<file path="config.mk">
export PLATFORM = sky130hd
export DESIGN_NAME = seg_display_arbiter_flat
export DESIGN_NICKNAME = d
export VERILOG_FILES = /design/src/rtl/seg_display_arbiter_pkg.sv /design/src/rtl/seg_display_arbiter_if.sv /design/src/rtl/seg_hold_timer.sv /design/src/rtl/seg_display_arbiter.sv /design/src/flat_wrapper.sv
export SDC_FILE = /design/constraint.sdc
export NUM_CORES = 1
export LEC_CHECK = 0
export ABC_AREA = 1
export BUFFER_PORTS_ARGS = -buffer_cell sky130_fd_sc_hd__buf_2
export CAP_MARGIN = 20
export CORE_ASPECT_RATIO = 0.5
export CORE_MARGIN = 2
export CORE_UTILIZATION = 55
export CTS_BUF_LIST = sky130_fd_sc_hd__clkbuf_4 sky130_fd_sc_hd__clkbuf_8
export CTS_CLUSTER_SIZE = 25
export DETAILED_ROUTE_END_ITERATION = 8
export PLACE_DENSITY = 0.76
export SETUP_SLACK_MARGIN = 0.5
export SLEW_MARGIN = 40
export SYNTH_ARGS = -nofsm -noshare
export SYNTH_HDL_FRONTEND = slang
export SYNTH_HIERARCHICAL = 1
export SYNTH_SLANG_ARGS = --single-unit
</file>
<file path="constraint.sdc">
create_clock -name i_Clk -period 3.9 [get_ports i_Clk]
set_input_delay 0.195 -clock i_Clk [delete_from_list [all_inputs] [get_ports i_Clk]]
set_output_delay 0.195 -clock i_Clk [all_outputs]
set_load 0.02 [all_outputs]
</file>
<file path="src/rtl/seg_display_arbiter_pkg.sv">
// Shared definitions for the 7-segment display arbiter: source indices, state codes,
// the blank pattern and the round-robin selection helpers.
package seg_display_arbiter_pkg;

  localparam logic [1:0] SRC_AUTO   = 2'd0;
  localparam logic [1:0] SRC_SWITCH = 2'd1;
  localparam logic [1:0] SRC_BIT    = 2'd2;

  localparam logic [6:0] SEG_BLANK = 7'd0;

  typedef enum logic [1:0] {
    ARB_IDLE  = 2'd0,
    ARB_GRANT = 2'd1,
    ARB_GAP   = 2'd2
  } arb_state_e;

  function automatic int max_int(input int a, input int b);
    return (a > b) ? a : b;
  endfunction

  // One-hot first active request, scanning upward from ptr and wrapping 2->0.
  function automatic logic [2:0] rr_pick(input logic [2:0] req, input logic [1:0] ptr);
    logic [2:0] pick;
    logic [2:0] pos;
    pick = 3'b000;
    for (int i = 0; i < 3; i++) begin
      pos = {1'b0, ptr} + 3'(i);
      pos = (pos >= 3'd3) ? (pos - 3'd3) : pos;
      if ((pick == 3'b000) && req[pos[1:0]]) begin
        pick[pos[1:0]] = 1'b1;
      end else begin
        pick = pick;
      end
    end
    return pick;
  endfunction

  function automatic logic [1:0] next_ptr(input logic [2:0] winner);
    case (winner)
      3'b001:  return SRC_SWITCH;
      3'b010:  return SRC_BIT;
      default: return SRC_AUTO;
    endcase
  endfunction

endpackage

</file>
<file path="src/rtl/seg_display_arbiter_if.sv">
// Request/pattern bus between the mode logic (master) and the display arbiter (slave).
interface seg_display_arbiter_if;

  logic [2:0] req;
  logic [6:0] segs_0;
  logic [6:0] segs_1;
  logic [6:0] segs_2;
  logic [2:0] grant;
  logic [6:0] segments;
  logic       busy;

  modport master (
    output req, segs_0, segs_1, segs_2,
    input  grant, segments, busy
  );

  modport slave (
    input  req, segs_0, segs_1, segs_2,
    output grant, segments, busy
  );

endinterface

</file>
<file path="src/rtl/seg_hold_timer.sv">
// Loadable saturating down-counter; o_Done is high once the count has reached zero.
// Times both the dwell of a grant and the blank gap between grants.
module seg_hold_timer #(
  parameter int g_WIDTH = 4
) (
  input  logic               i_Clk,
  input  logic               i_Reset,
  input  logic               i_Load,
  input  logic [g_WIDTH-1:0] i_Value,
  output logic               o_Done
);

  logic [g_WIDTH-1:0] count_q;
  logic [g_WIDTH-1:0] count_d;
  logic               done_q;

  // Next count: load, count down, or hold at zero.
  always_comb begin
    count_d = count_q;
    if (i_Load) begin
      count_d = i_Value;
    end else if (count_q != {g_WIDTH{1'b0}}) begin
      count_d = count_q - g_WIDTH'(1);
    end else begin
      count_d = count_q;
    end
  end

  // Count and done flag registers.
  always_ff @(posedge i_Clk or posedge i_Reset) begin
    if (i_Reset) begin
      count_q <= {g_WIDTH{1'b0}};
      done_q  <= 1'b1;
    end else begin
      count_q <= count_d;
      done_q  <= (count_d == {g_WIDTH{1'b0}});
    end
  end

  assign o_Done = done_q;

endmodule

</file>
<file path="src/rtl/seg_display_arbiter.sv">
// Round-robin arbiter with minimum dwell sharing one 7-segment display between three sources.
// Optional blank gap between grants when SEG_ARB_GAP_EN is defined.
module seg_display_arbiter
  import seg_display_arbiter_pkg::*;
#(
  parameter int g_HOLD = 4000000,
  parameter int g_GAP  = 2500000
) (
  input  logic                  i_Clk,
  input  logic                  i_Reset,
  seg_display_arbiter_if.slave  arb_if
);

  localparam int TW = $clog2(max_int(g_HOLD, g_GAP)) + 1;
  localparam logic [TW-1:0] HOLD_LOAD = TW'(g_HOLD - 1);
`ifdef SEG_ARB_GAP_EN
  localparam logic [TW-1:0] GAP_LOAD = TW'(g_GAP - 1);
`endif

  arb_state_e    state_q, state_d;
  logic [2:0]    grant_q, grant_d;
  logic [1:0]    ptr_q, ptr_d;
  logic [6:0]    segments_q, segments_d;
  logic          busy_q;
  logic [2:0]    others_s;
  logic [2:0]    pick_s;
  logic          owner_live_s;
  logic          timer_done_s;
  logic          load_s;
  logic [TW-1:0] value_s;

  seg_hold_timer #(.g_WIDTH(TW)) u_timer (
    .i_Clk   (i_Clk),
    .i_Reset (i_Reset),
    .i_Load  (load_s),
    .i_Value (value_s),
    .o_Done  (timer_done_s)
  );

  // Next owner, pointer and timer reload; grant_q is zero outside GRANT so others_s is the full request set there.
  always_comb begin
    state_d      = state_q;
    grant_d      = grant_q;
    ptr_d        = ptr_q;
    load_s       = 1'b0;
    value_s      = HOLD_LOAD;
    others_s     = arb_if.req & ~grant_q;
    owner_live_s = |(arb_if.req & grant_q);
    pick_s       = rr_pick(others_s, ptr_q);
    case (state_q)
      ARB_IDLE: begin
        if (pick_s != 3'b000) begin
          state_d = ARB_GRANT;
          grant_d = pick_s;
          ptr_d   = next_ptr(pick_s);
          load_s  = 1'b1;
        end else begin
          grant_d = 3'b000;
        end
      end
      ARB_GRANT: begin
        if (!owner_live_s || (timer_done_s && (pick_s != 3'b000))) begin
`ifdef SEG_ARB_GAP_EN
          state_d = ARB_GAP;
          grant_d = 3'b000;
          load_s  = 1'b1;
          value_s = GAP_LOAD;
`else
          if (pick_s != 3'b000) begin
            grant_d = pick_s;
            ptr_d   = next_ptr(pick_s);
            load_s  = 1'b1;
          end else begin
            state_d = ARB_IDLE;
            grant_d = 3'b000;
          end
`endif
        end else begin
          grant_d = grant_q;
        end
      end
      ARB_GAP: begin
`ifdef SEG_ARB_GAP_EN
        if (timer_done_s && (pick_s != 3'b000)) begin
          state_d = ARB_GRANT;
          grant_d = pick_s;
          ptr_d   = next_ptr(pick_s);
          load_s  = 1'b1;
        end else if (timer_done_s) begin
          state_d = ARB_IDLE;
          grant_d = 3'b000;
        end else begin
          grant_d = 3'b000;
        end
`else
        state_d = ARB_IDLE;
        grant_d = 3'b000;
`endif
      end
      default: begin
        state_d = ARB_IDLE;
        grant_d = 3'b000;
      end
    endcase
  end

  // Pattern follows the owner chosen at this same edge, so a new owner is shown with no extra delay.
  always_comb begin
    case (grant_d)
      3'b001:  segments_d = arb_if.segs_0;
      3'b010:  segments_d = arb_if.segs_1;
      3'b100:  segments_d = arb_if.segs_2;
      default: segments_d = SEG_BLANK;
    endcase
  end

  // Arbiter state and registered outputs.
  always_ff @(posedge i_Clk or posedge i_Reset) begin
    if (i_Reset) begin
      state_q    <= ARB_IDLE;
      grant_q    <= 3'b000;
      ptr_q      <= SRC_AUTO;
      segments_q <= SEG_BLANK;
      busy_q     <= 1'b0;
    end else begin
      state_q    <= state_d;
      grant_q    <= grant_d;
      ptr_q      <= ptr_d;
      segments_q <= segments_d;
      busy_q     <= (grant_d != 3'b000);
    end
  end

  assign arb_if.grant    = grant_q;
  assign arb_if.segments = segments_q;
  assign arb_if.busy     = busy_q;

endmodule

</file>
<file path="src/flat_wrapper.sv">
// flat-port wrapper written by rule: the top's interface ports become plain ports
module seg_display_arbiter_flat import seg_display_arbiter_pkg::*;
#(
  parameter int g_HOLD = 4000000,
  parameter int g_GAP  = 2500000
)
  (i_Clk, i_Reset, arb_if_req, arb_if_segs_0, arb_if_segs_1, arb_if_segs_2, arb_if_grant, arb_if_segments, arb_if_busy);
  seg_display_arbiter_if arb_if_i ();
  input  logic i_Clk;
  input  logic i_Reset;
  input wire logic [$bits(arb_if_i.req)-1:0] arb_if_req;
  input wire logic [$bits(arb_if_i.segs_0)-1:0] arb_if_segs_0;
  input wire logic [$bits(arb_if_i.segs_1)-1:0] arb_if_segs_1;
  input wire logic [$bits(arb_if_i.segs_2)-1:0] arb_if_segs_2;
  output wire logic [$bits(arb_if_i.grant)-1:0] arb_if_grant;
  output wire logic [$bits(arb_if_i.segments)-1:0] arb_if_segments;
  output wire logic [$bits(arb_if_i.busy)-1:0] arb_if_busy;
  assign arb_if_i.req = arb_if_req;
  assign arb_if_i.segs_0 = arb_if_segs_0;
  assign arb_if_i.segs_1 = arb_if_segs_1;
  assign arb_if_i.segs_2 = arb_if_segs_2;
  assign arb_if_grant = arb_if_i.grant;
  assign arb_if_segments = arb_if_i.segments;
  assign arb_if_busy = arb_if_i.busy;
  seg_display_arbiter #(.g_HOLD(g_HOLD), .g_GAP(g_GAP)) u_core (.i_Clk(i_Clk), .i_Reset(i_Reset), .arb_if(arb_if_i));
endmodule
</file>
# After elaboration in Yosys (flattened, before gate mapping)
# Index checks and enable logic that the tools add are counted.
[word_totals] elab_cells=90 ff_bits=39
[op_classes] addsub=6 eq_ne=9 bitwise=5 n_reduce_logical=19 mux=35 order_cmp=9
[op_table] operator="two-way mux 23 bit" count=2
[op_table] operator="logical NOT 23 bit" count=1
[op_table] operator="nonzero test 23 bit" count=1
[op_table] operator="subtractor 23 x 1 -> 23 bit (second input constant)" count=1
[op_table] operator="one-hot mux 7 bit (3 select lines)" count=1
[op_table] operator="two-way mux 2 bit" count=8
[op_table] operator="two-way mux 3 bit" count=5
[op_table] operator="one-hot mux 2 bit (2 select lines)" count=3
[op_table] operator="< comparator 2 x 3 -> 1 bit (second input constant)" count=3
[op_table] operator="two-way mux 1 bit" count=8
[op_table] operator="AND 3 bit" count=2
[op_table] operator="binary-select mux 1 bit (select 2 bit)" count=3
[op_table] operator="demux 1 bit (select 2 bit)" count=3
[op_table] operator="equality test 3 x 1 -> 1 bit (second input constant)" count=2
[op_table] operator="equality test 3 x 2 -> 1 bit (second input constant)" count=2
[op_table] operator=">= comparator 2 x 1 -> 1 bit (second input constant)" count=3
[op_table] operator=">= comparator 3 x 2 -> 1 bit (second input constant)" count=2
[op_table] operator="logical AND 1 bit" count=6
[op_table] operator="logical NOT 3 bit" count=2
[op_table] operator="OR 3 bit" count=2
[op_table] operator="one-hot mux 3 bit (2 select lines)" count=1
[op_table] operator="nonzero test 3 bit" count=2
[op_table] operator="subtractor 2 bit (second input constant)" count=3
[op_table] operator="inequality test 2 x 1 -> 1 bit (second input constant)" count=2
[op_table] operator="other kinds (15)" count=15

# Depth between registers and ports, before layout
# Gate-level depths: netlist (run 1).
[logic_depth] depth_word=20 mapped_depth=28 ltp_nobuf=26

# Hierarchy
# Netlist (run 1), hierarchy kept.
[by_module_without_submodules] module="seg_hold_timer" cells_per_inst=315 seq_area_each_um2=601.8 area_each_um2=2003.2 instances=1
[by_module_without_submodules] module="seg_display_arbiter" cells_per_inst=142 seq_area_each_um2=350.3 area_each_um2=1118.6 instances=1

# Worst setup path before layout (run 1)
# OpenSTA, ideal clock, no wires.
[synth_path] kind="register to register" from="reg u_core.ptr_q[0]" to="reg u_core.u_timer.done_q (netlist: u_core/u_timer/o_Done)" arrival_time_ns=2.999 setup_ns=0.067 path_stages_with_launch=26 slack_ns=0.834 synth_period_minus_slack_ns=3.066 cell_sequence="dfrtp_1 inv_1 ha_1 inv_1 nand3_1 nand3_1 nand2_1 nor2_2 nand2_1 o21bai_4 o21bai_1 nand2_2 nand3_2 nand2_4 nand2_4 nand2_1 inv_2 buf_2 inv_2 clkbuf_1 or2_2 nand2_1 nand3_1 nor2_1 nand3_1 nor2_1"
[synth_via] elab_chain_len=20 word_cells_on_any_way=49 cone_classes="5 x add/sub; 9 x order compare; 22 x mux; 2 x bitwise; 11 x reduce/logical"
[synth_lines] element="start, declared" line_no="seg_display_arbiter.sv:22" rtl="logic [1:0] ptr_q, ptr_d;"
[synth_lines] element="start signal, assigned" line_no="seg_display_arbiter.sv:128" rtl="ptr_q <= ptr_d;"
[synth_lines] element="parallel branches: the longest is 12 deep, another holds adder 2 x 1 -> 3 bit"
[synth_lines] element="two-way mux 3 bit (*)" line_no="seg_display_arbiter_pkg.sv:29" rtl="if ((pick == 3'b000) && req[pos[1:0]]) begin"
[synth_lines] element="nonzero test 3 bit (*)" line_no="seg_display_arbiter.sv:52, seg_display_arbiter.sv:62, seg_display_arbiter.sv:69"
[synth_lines] element="logical AND 1 bit" line_no="seg_display_arbiter.sv:62" rtl="if (!owner_live_s || (timer_done_s && (pick_s != 3'b000))) begin"
[synth_lines] element="logical OR 1 bit" line_no="seg_display_arbiter.sv:62"
[synth_lines] element="two-way mux 1 bit" line_no="seg_display_arbiter.sv:62"
[synth_lines] element="one-hot mux 1 bit (2 select lines) (*)" line_no="seg_display_arbiter.sv:50" rtl="case (state_q)"
[synth_lines] element="net u_core.load_s" line_no="seg_display_arbiter.sv:29" rtl="logic load_s;"
[synth_lines] element="two-way mux 23 bit (*)" line_no="seg_hold_timer.sv:20" rtl="if (i_Load) begin"
[synth_lines] element="logical NOT 23 bit (*)" line_no="seg_hold_timer.sv:36" rtl="done_q <= (count_d == {g_WIDTH{1'b0}});"
[synth_lines] element="end signal, assigned" line_no="seg_hold_timer.sv:36"
[synth_lines] element="end, declared" line_no="seg_hold_timer.sv:15" rtl="logic done_q;"
# Mark *: on every way through the listed nets, which the timed path passes. The select of a mux whose other input is x is not followed.
# A chain may end at the register's enable or synchronous reset.

# Worst setup path after layout (run 1)
# Ends and elaborated chain as after synthesis.

==> summary by stage, run 1 <==
Global routing
The initial antenna violation count is 0. Entering global routing, the biggest net connects 31 pins. The via count of the first global-routing pass is 2,789.

In the global route stage, overall resource usage came out at 25.1%. The first global-routing pass estimated 12.7 mm of wire. The sum of overflow across all layers after global routing is 0.

Floorplan
The I/O pin count is 37. In this run the standard cell core region covers 0.00547 mm^2. The die width is 111 um.

In this run the vertical extent of the chip is 57.3 um. The area of the die is 0.00633 mm^2. The floorplan has 19 rows.

The initial utilization of the core area, before any placement, comes to 57.1%.

Route
In this run the remaining antenna-violating nets after routing total 0. The total wirelength of the detailed-routed design is 7.45 mm. The topmost layer with routed signal wires is met4.

After detailed routing, the number of remaining DRC violations is 0. For this run, the detailed router's first-pass iteration total came to 4. For this block, the initial DRC count from the detailed router was 235. In the final routed layout, each cell accounts on average for 12.6 um. Dividing the detail-routed via count by the number of cells gives 5.11.

In the final routing, the length of wire on met1 measures 3.67 mm. Wire segments on met3 add up to 338 um in the final route. The met2 routed wirelength is 3.38 mm. The total number of vias is 3,017.

Worst hold path
The hold path depth is 3. The worst min-delay path class is in2reg.

Timing
The period utilization is 80.8%. The achievable clock frequency is 0.317 GHz. The number of hold violations in the final report is 0. In the final timing run, aggregate negative setup slack is 0 ns. The number of slew-limit violations in the final report came to 0.

Setup violations remaining at the end of the flow were counted as 0. The smallest clock period supported by the final layout is computed as 3.15 ns. Across the routed clock network, the largest skew measured is 0.00314 ns.

Setup repair after global routing left no endpoint under its margin. For the pin with the worst max-slew slack, the measured transition is 0.544 ns. Headroom to the max-slew limit came out at 63.7%.

Cells and area
The layout has 524 filler cells. The top cell types in the final layout, fill and taps aside, are 106 x sky130_fd_sc_hd__nand2_1, 59 x sky130_fd_sc_hd__inv_1, 53 x sky130_fd_sc_hd__nand3_1. The most common cell after layout, fill and taps aside is sky130_fd_sc_hd__nand2_1. Compared with the post-synthesis result, the final layout area differs by 14.3%. The antenna cell count is 0. After the last flow step, the layout net total stands at 548. The fraction of layout cells with a size suffix above 1 is 23.6%.

Clock network
The later pin in the worst-skew pair is clocked with a latency of 0.30 ns. The cell sitting at the root of the clock tree is a sky130_fd_sc_hd__clkbuf_8. Counting every sink on the clock net gives 38. In this run the number of H-tree levels came out at 2. TritonCTS built the clock tree. The CTS clock-pin slew for the worst setup and hold paths is 0.08 ns. Clock tree synthesis inserted a total of 5 buffers. The maximum count of clock buffers along a single path is 2.

Critical path
The worst endpoint data arrival time is 3.39 ns. The critical path start-end classification is reg2reg. The count of cells along the worst register-to-register path is 23.

The critical path endpoint category is a flop. The element type at the critical path start is a flop. In this run the worst path has a maximum fanout of 30. The data required time at the worst endpoint is 4.13 ns.

Synth
After synthesis the netlist holds a flip-flop and latch count of 38. After Yosys synthesis, XOR and XNOR cells account for 1.12% of the synthesized area. The share of synthesized cell area in full adder, half adder and majority cells is 2.40%. Yosys mapped the design onto 33 distinct sky130hd cell types. After synthesis, flip-flops and latches occupy 30.5% of the total area. The area fraction in compound gates after synthesis is 5.93%. A synthesized cell averages 6.83 um^2.

The dominant combinational cell family by area after synthesis is simple AND/OR/NAND/NOR gates. Of the total synthesized cell area, the portion taken by AND, OR, NAND and NOR gates is 48.7%. During synthesis, Yosys emitted a total of 6 warnings. The top cell type by area accounts for 29.7% of the synthesized area. After synthesis, the share of cell area in mux cells is 0%.

The library cell with the largest summed area after synthesis is sky130_fd_sc_hd__dfrtp_1. After synthesis, the cell types taking the most area are sky130_fd_sc_hd__dfrtp_1 30%, sky130_fd_sc_hd__nand2_1 13%, sky130_fd_sc_hd__nand3_1 8.5%, sky130_fd_sc_hd__inv_1 7.3%, sky130_fd_sc_hd__nand4_1 6.8%. The cell area that synthesis handed to floorplanning was 0.00312 mm^2.

The number of instances in the synthesized netlist is 457.

Placement
The last weighted congestion value of the routability-driven placer is 0.926. The half-perimeter wire length after detailed placement is 5.57 mm. The count of buffers from port buffering is 36.

Run status
The flow ran to the end, and the final reports show no timing, DRC or antenna violations.

Flow run
Max-cap violations in this run came to 0.
cells in the mapped netlist (all sizes together):
library cell / n
o32ai: 2
a21oi: 9
conb: 2
clkbuf: 2
xor2: 4
o211ai: 1
nand4: 34
clkinv: 3
inv: 71
nand3b: 3
or2: 9
o21bai: 3
nor2: 61
nand3: 61
o21ai: 14
nand2: 127
dfstp: 1
dfrtp: 37
buf: 7
ha: 6
critical path, cell delays in order, from the launching register on:
cell	delay (ns)
sky130_fd_sc_hd__dfrtp_1	0.42
sky130_fd_sc_hd__inv_2	0.08
sky130_fd_sc_hd__ha_2	0.31
sky130_fd_sc_hd__inv_1	0.09
sky130_fd_sc_hd__nand3_1	0.07
sky130_fd_sc_hd__nand3_1	0.07
sky130_fd_sc_hd__nand2_1	0.06
sky130_fd_sc_hd__nor2_2	0.12
sky130_fd_sc_hd__nand2_1	0.10
sky130_fd_sc_hd__o21bai_4	0.20
sky130_fd_sc_hd__o21bai_1	0.15
sky130_fd_sc_hd__nand2_2	0.11
sky130_fd_sc_hd__nand3_2	0.11
sky130_fd_sc_hd__nand2_4	0.07
sky130_fd_sc_hd__nand2_4	0.09
sky130_fd_sc_hd__nand2_1	0.07
sky130_fd_sc_hd__inv_2	0.11
sky130_fd_sc_hd__inv_8	0.10
sky130_fd_sc_hd__or2_2	0.28
sky130_fd_sc_hd__nand2_1	0.08
sky130_fd_sc_hd__nand2_1	0.06
sky130_fd_sc_hd__nor2_2	0.12
sky130_fd_sc_hd__nand3_1	0.10
sky130_fd_sc_hd__nor2_1	0.12
stage by stage:
step	setup WS, ns	cell area [um^2]	instances	util [%]	hold slack (ns)
floorplan	0.834	3200	478	-	0.0842
global route	0.533	3570	590	65.3	0.156
global placement	0.625	3410	579	62.4	0.272
finish	0.749	3570	590	65.3	0.160
CTS	0.696	3530	588	64.6	0.153
detailed placement	0.507	3410	579	62.4	0.281
what timing repair did:
| item | in CTS | in global routing |
|---|---|---|
| buffers inserted | 0 | 2 |
| endpoints found under the hold margin | 37 | 0 |
| setup endpoints to repair | 1 | 1 |
| pin swaps | 0 | 2 |
| hold buffers | 1 | 0 |
| gates resized for setup | 1 | 9 |
registers in the layout, summed over array words and instances, names as in the netlist:
register                count
u_core/arb_if.busy          1
u_core/u_timer/count_q     23
u_core/arb_if.segments      7
u_core/u_timer/o_Done       1
u_core/state_q              1
u_core/ptr_q                2
u_core/arb_if.grant         3
logic make-up (layout without fill, tap and decap cells):
family / count (synthesis) / after routing
xor+xnor: 4 / 4
flops: 38 / 38
buf+inv: 83 / 122
simple gates: 295 / 295
fa+ha+maj: 6 / 6
other cells: 2 / 23
compound gates: 29 / 29
metal layers:
layer	vias up	track usage [%]
met5	-	0
met2	57	42.7
li1	1569	-
met4	0	7.50
met1	1384	33.5
met3	7	4.68
cell type report:
| type | instances | area (um^2) | share of cell area (%) |
|---|---|---|---|
| Clock buffer | 5 | 68.8 | 1.93 |
| Sequential cell | 38 | 952 | 26.7 |
| Timing Repair Buffer | 40 | 216 | 6.07 |
| Inverter | 74 | 285 | 7.99 |
| Multi-Input combinational cell | 357 | 1910 | 53.6 |
| Clock inverter | 3 | 40.0 | 1.12 |
| Tap cell | 73 | 91.3 | 2.56 |
path summary, 6_finish.rpt:
kind | slack [ns] | from | endpoint
worst max-delay path | 0.75 | u_core/ptr_q[0] | u_core/u_timer/o_Done
worst min-delay path | 0.16 | arb_if_segs_1[4] | u_core/arb_if.segments[4]
worst max register to register | 0.75 | u_core/ptr_q[0] | u_core/u_timer/o_Done
worst min register to register | 0.62 | u_core/ptr_q[0] | u_core/ptr_q[0]
max in group asynchronous | 3.04 | i_Reset | u_core/u_timer/o_Done
min in group asynchronous | 0.49 | i_Reset | u_core/arb_if.segments[3]
Power of run 1 is left out: the tool's default activity adds up to more than one toggle a clock period on the data nets, which glitch-free logic cannot reach.
==> run 2, diff against run 1 <==
--- a/config.mk
+++ b/config.mk
@@ -5,7 +5,7 @@
 export SDC_FILE = /design/constraint.sdc
 export NUM_CORES = 1
 export LEC_CHECK = 0
-export ABC_AREA = 1
+export ABC_AREA = 0
 export BUFFER_PORTS_ARGS = -buffer_cell sky130_fd_sc_hd__buf_2
 export CAP_MARGIN = 20
 export CORE_ASPECT_RATIO = 0.5
@@ -14,7 +14,7 @@
 export CTS_BUF_LIST = sky130_fd_sc_hd__clkbuf_4 sky130_fd_sc_hd__clkbuf_8
 export CTS_CLUSTER_SIZE = 25
 export DETAILED_ROUTE_END_ITERATION = 8
-export PLACE_DENSITY = 0.76
+export PLACE_DENSITY = 0.77
 export SETUP_SLACK_MARGIN = 0.5
 export SLEW_MARGIN = 40
 export SYNTH_ARGS = -nofsm -noshare
==> constraint.sdc (replaced) <==
create_clock -name i_Clk -period 3.05 [get_ports i_Clk]
set_input_delay 0.1525 -clock i_Clk [delete_from_list [all_inputs] [get_ports i_Clk]]
set_output_delay 0.1525 -clock i_Clk [all_outputs]
set_load 0.02 [all_outputs]
==> summary by stage, run 2 <==
Run status
The flow ran to the end, but the final reports show violations. The final reports fail on setup timing.

Pwr
The leakage power figure is 1.71 nW. After layout, the design draws a total of 0.00565 W. VDD sags by at most 0.000728 V. The power density over the cells is 1420 mW/mm^2.

Route
The starting DRC count in detailed routing is 103 (-56%). The total number of vias came to 2,769 (-8.2%). The number of DRC violations after detailed routing came to 0 (unchanged). The via count normalized by instance count is 5.72 (+12%).

The first-pass iteration count of the detailed router was 4 (unchanged). The total wirelength of the detailed-routed design is 8.17 mm (+9.8%). The post-detailed-route wirelength per cell is 16.9 um (+34%). The remaining antenna violation count after routing is 0 (unchanged).

Synth
The number of instances in the synthesized netlist is 285 (-38%). The average instance area after synthesis is 9.58 um^2 (+40%). The number of register bits inferred by synthesis came to 38 (unchanged). The post-synthesis async set-or-reset flop share was 100% (unchanged). The simple-gate share of the synthesized area is 27.5% (-21 points). The library cell with the largest summed area after synthesis is sky130_fd_sc_hd__dfrtp_1.

By area, the combinational part of the netlist is dominated by simple AND/OR/NAND/NOR gates. The combined area of all synthesized cells came to 0.00273 mm^2 (-13%). The sequential element share of the synthesized area is 34.9% (+4.4 points). The share of synthesized cell area in full adder, half adder and majority cells is 2.75% (+0.34 points). The area fraction in compound gates after synthesis came to 23.8% (+18 points). The number of enable flip-flop cells after synthesis is 0 (unchanged). The total number of yosys warnings is 6 (unchanged). The multiplexer share of the synthesized area is 2.43% (+2.4 points). The most instantiated library cell after synthesis is sky130_fd_sc_hd__dfrtp_1. The portion of synthesized cell area occupied by the leading cell type is 33.9% (+4.2 points). The synthesized-area fraction occupied by xor and xnor cells was 4.17% (+3.0 points).

After synthesis, the most frequently instantiated cells are 37 x sky130_fd_sc_hd__dfrtp_1, 20 x sky130_fd_sc_hd__nand2_1, 19 x sky130_fd_sc_hd__nor2_1. The post-synthesis cell type count came to 75 (+130%). The top flip-flop cell by instance count after synthesis is sky130_fd_sc_hd__dfrtp_1. After synthesis, the cell types taking the most area are sky130_fd_sc_hd__dfrtp_1 34%, sky130_fd_sc_hd__xnor2_1 2.9%, sky130_fd_sc_hd__a21oi_1 2.7%, sky130_fd_sc_hd__ha_1 2.7%, sky130_fd_sc_hd__nand2_1 2.7%.

Clock network
Clock tree synthesis selected as its root buffer the cell sky130_fd_sc_hd__clkbuf_8. The number of clock sinks is 38 (unchanged). The clock latency at the later pin of the worst-skew pair is 0.30 ns (about the same). The maximum count of clock buffers along a single path is 2 (unchanged). The number of H-tree branching levels is 2 (unchanged). The TritonCTS buffer count is 5 (unchanged). The CTS clock-pin slew for the worst setup and hold paths came to 0.08 ns (about the same). TritonCTS built the clock tree.

Global routing
The via count of the first global-routing pass was 2,586 (-7.3%). The combined global-route utilization of all metal layers is 28.2% (+3.1 points). The largest net degree at the start of global routing is 25 (-19%). The sum of overflow across all layers after global routing was 0 (unchanged). The initial antenna violation count came to 0 (unchanged). The wire length of the first global-routing pass is 12.3 mm (-3.2%).

Placement
The worst setup timing slack at the placement stage is -0.488 ns (-0.994 ns). The count of buffers from port buffering was 36 (unchanged). The last weighted congestion value of the routability-driven placer is 0.935 (+0.94%). The half-perimeter wire length after detailed placement is 5.61 mm (+0.74%).

The placed instance area is 0.00357 mm^2 (+4.8%).

Critical path
The critical path endpoint category is a flop. The data required time at the worst endpoint came to 3.28 ns (-0.85 ns). The setup path with the least slack is of type reg2reg. STA classifies the critical path startpoint as a flop.

The family of cells with the greatest summed delay on the critical path is simple AND/OR/NAND/NOR gates. The critical path goes through ha_4 -> or3b_4 -> a21o_4 -> or3_4 -> o21ai_4 -> nor2_2 -> a21oi_2 -> inv_2 -> o311a_1 -> a21oi_2 -> o31ai_2 -> or4_1 -> or4b_4 -> nor3_2. The highest cell delay on the worst timing path is 0.49 ns (+0.07 ns).

The highest net fanout along the worst path is 6 (-80%). The number of buffer and inverter stages on the critical path is 1 (-3). The cell repeated most along the worst path is sky130_fd_sc_hd__a21oi_2.

The critical path's slowest cell is sky130_fd_sc_hd__or4b_4. The worst endpoint data arrival time is 3.74 ns (+0.35 ns).

Floorplan
The I/O pin count is 37 (unchanged). The die width came to 104 um (-6.2%). The standard-cell row count came to 18 (-1). The core area is 0.00486 mm^2 (-11%). The area of the die is 0.00558 mm^2 (-12%). The effective utilization at floorplan is 56.1% (-0.95 points). The die span in y is 53.8 um (-6.0%).

Timing
The final clock skew came to 0.00961 ns (+0.00648 ns). Setup repair after global routing could not meet its margin everywhere. The slew at the pin closest to its max-slew limit was 0.524 ns (-0.0205 ns). The final worst setup slack is -0.458 ns (-1.21 ns).

The number of slew-limit violations in the final report came to 0 (unchanged). The number of endpoints failing setup at the final stage came to 10 (+10). The achievable clock frequency came to 0.285 GHz (-10%). The final period demand of the worst path was 3.51 ns (+0.357 ns). The relative max-transition margin is 64.2% (+0.52 points). The period utilization is 115% (+34 points). The number of hold violations in the final report was 0 (unchanged).

Cells and area
The cell area after layout is 0.00397 mm^2 (+11%). The synthesis-to-finish area growth is 45.4%. The number of inserted filler cells in the final layout was 309 (-41%). The layout net count is 445 (-19%). Leaving out fill and tap cells, the most frequent cells in the layout are 61 x sky130_fd_sc_hd__buf_4, 37 x sky130_fd_sc_hd__dfrtp_1, 36 x sky130_fd_sc_hd__buf_2. The core utilization of the finished layout came to 81.7% (+16 points).

The antenna cell count came to 0 (unchanged). The fraction of layout cells with a size suffix above 1 was 45.7% (+22 points). The combined area of the multi-input logic cells came to 0.00200 mm^2 (+4.7%). The number of flip-flops in the largest register is 23 (unchanged).

The register area is 952 um^2 (unchanged). Ranked by flip-flop count, first place goes to u_core/u_timer/count_q. Leaving out fill and tap cells, the most frequent cell in the layout is sky130_fd_sc_hd__buf_4.

Worst hold path
The path class of the tightest hold or removal check is in2reg.

Flow run
The number of maximum-capacitance violations is 0 (unchanged).
## run 2: metrics by stage
stage	std cells	setup TNS, ns	hold slack, ns
floorplan	306	-0.508	0.0417
global placement	466	-0.407	0.208
detailed placement	466	-0.488	0.219
CTS	482	-0.401	0.0611
global route	484	-1.99	0.0655
finish	484	-1.23	0.0606
## run 2: final timing paths
kind | start | end | slack (ns) | cells past startpoint
worst max-delay path | u_core/ptr_q[1] | u_core/u_timer/o_Done | -0.46 | 14
worst min-delay path | arb_if_segs_2[4] | u_core/arb_if.segments[4] | 0.06 | 2
worst max register to register | u_core/ptr_q[1] | u_core/u_timer/o_Done | -0.46 | 14
worst min register to register | u_core/u_timer/count_q[5] | u_core/u_timer/count_q[5] | 0.62 | 2
max in group asynchronous | i_Reset | u_core/arb_if.segments[4] | 2.23 | 3
min in group asynchronous | i_Reset | u_core/u_timer/count_q[5] | 0.45 | 3
## run 2: kinds of logic (layout without fill, tap and decap cells)
group,after synthesis,count (layout)
simple gates,113,114
other cells,2,23
fa+ha+maj,6,6
flops,38,38
buf+inv,25,132
mux,6,6
compound gates,82,82
xor+xnor,13,13
## run 2: report_power, final
| group | internal, W | switching (W) | leakage (nW) |
|---|---|---|---|
| Sequential | 0.000769 | 0.000193 | 0.457 |
| Clock | 0.000182 | 0.000192 | 0.0472 |
| Combinational | 0.00211 | 0.00221 | 1.20 |
| Total | 0.00306 | 0.00259 | 1.71 |
## run 2: worst reg2reg max path: cells and delay by family (launching register included)
family	cells	cell delay, ns
AO/OA/AOI/OAI	6	0.82
buffers and inverters	1	0.06
AND/OR/NAND/NOR	6	1.94
flip-flops	1	0.43
adder cells (fa/ha/maj)	1	0.20
## run 2: area by class of cell
cell class                      instances  share of cell area (%)
Clock buffer                            6                    2.08
Clock inverter                          2                   0.315
Inverter                               16                    1.51
Multi-Input combinational cell        244                    50.5
Sequential cell                        38                    24.0
Tap cell                               70                    2.20
Timing Repair Buffer                  108                    19.5
## run 2: per-layer routing
layer	share of wire (%)	track usage (%)	vias to the layer above	wire [um]
li1	-	-	1321	-
met3	4.5	4.72	15	370
met1	43	35.4	1342	3510
met4	1.7	8.56	0	142
met2	51	52.2	91	4150
met5	0	0	-	0
## run 2: what timing repair did
item / CTS / global route
cloned: 1 / 0
gates resized for setup: 11 / 31
endpoints found under the hold margin: 37 / 0
setup buffers: 6 / 2
setup endpoints to repair: 24 / 38
hold buffers: 1 / 0
pin swaps: 13 / 15
No activity file was read; power rests on OpenSTA's default activity.
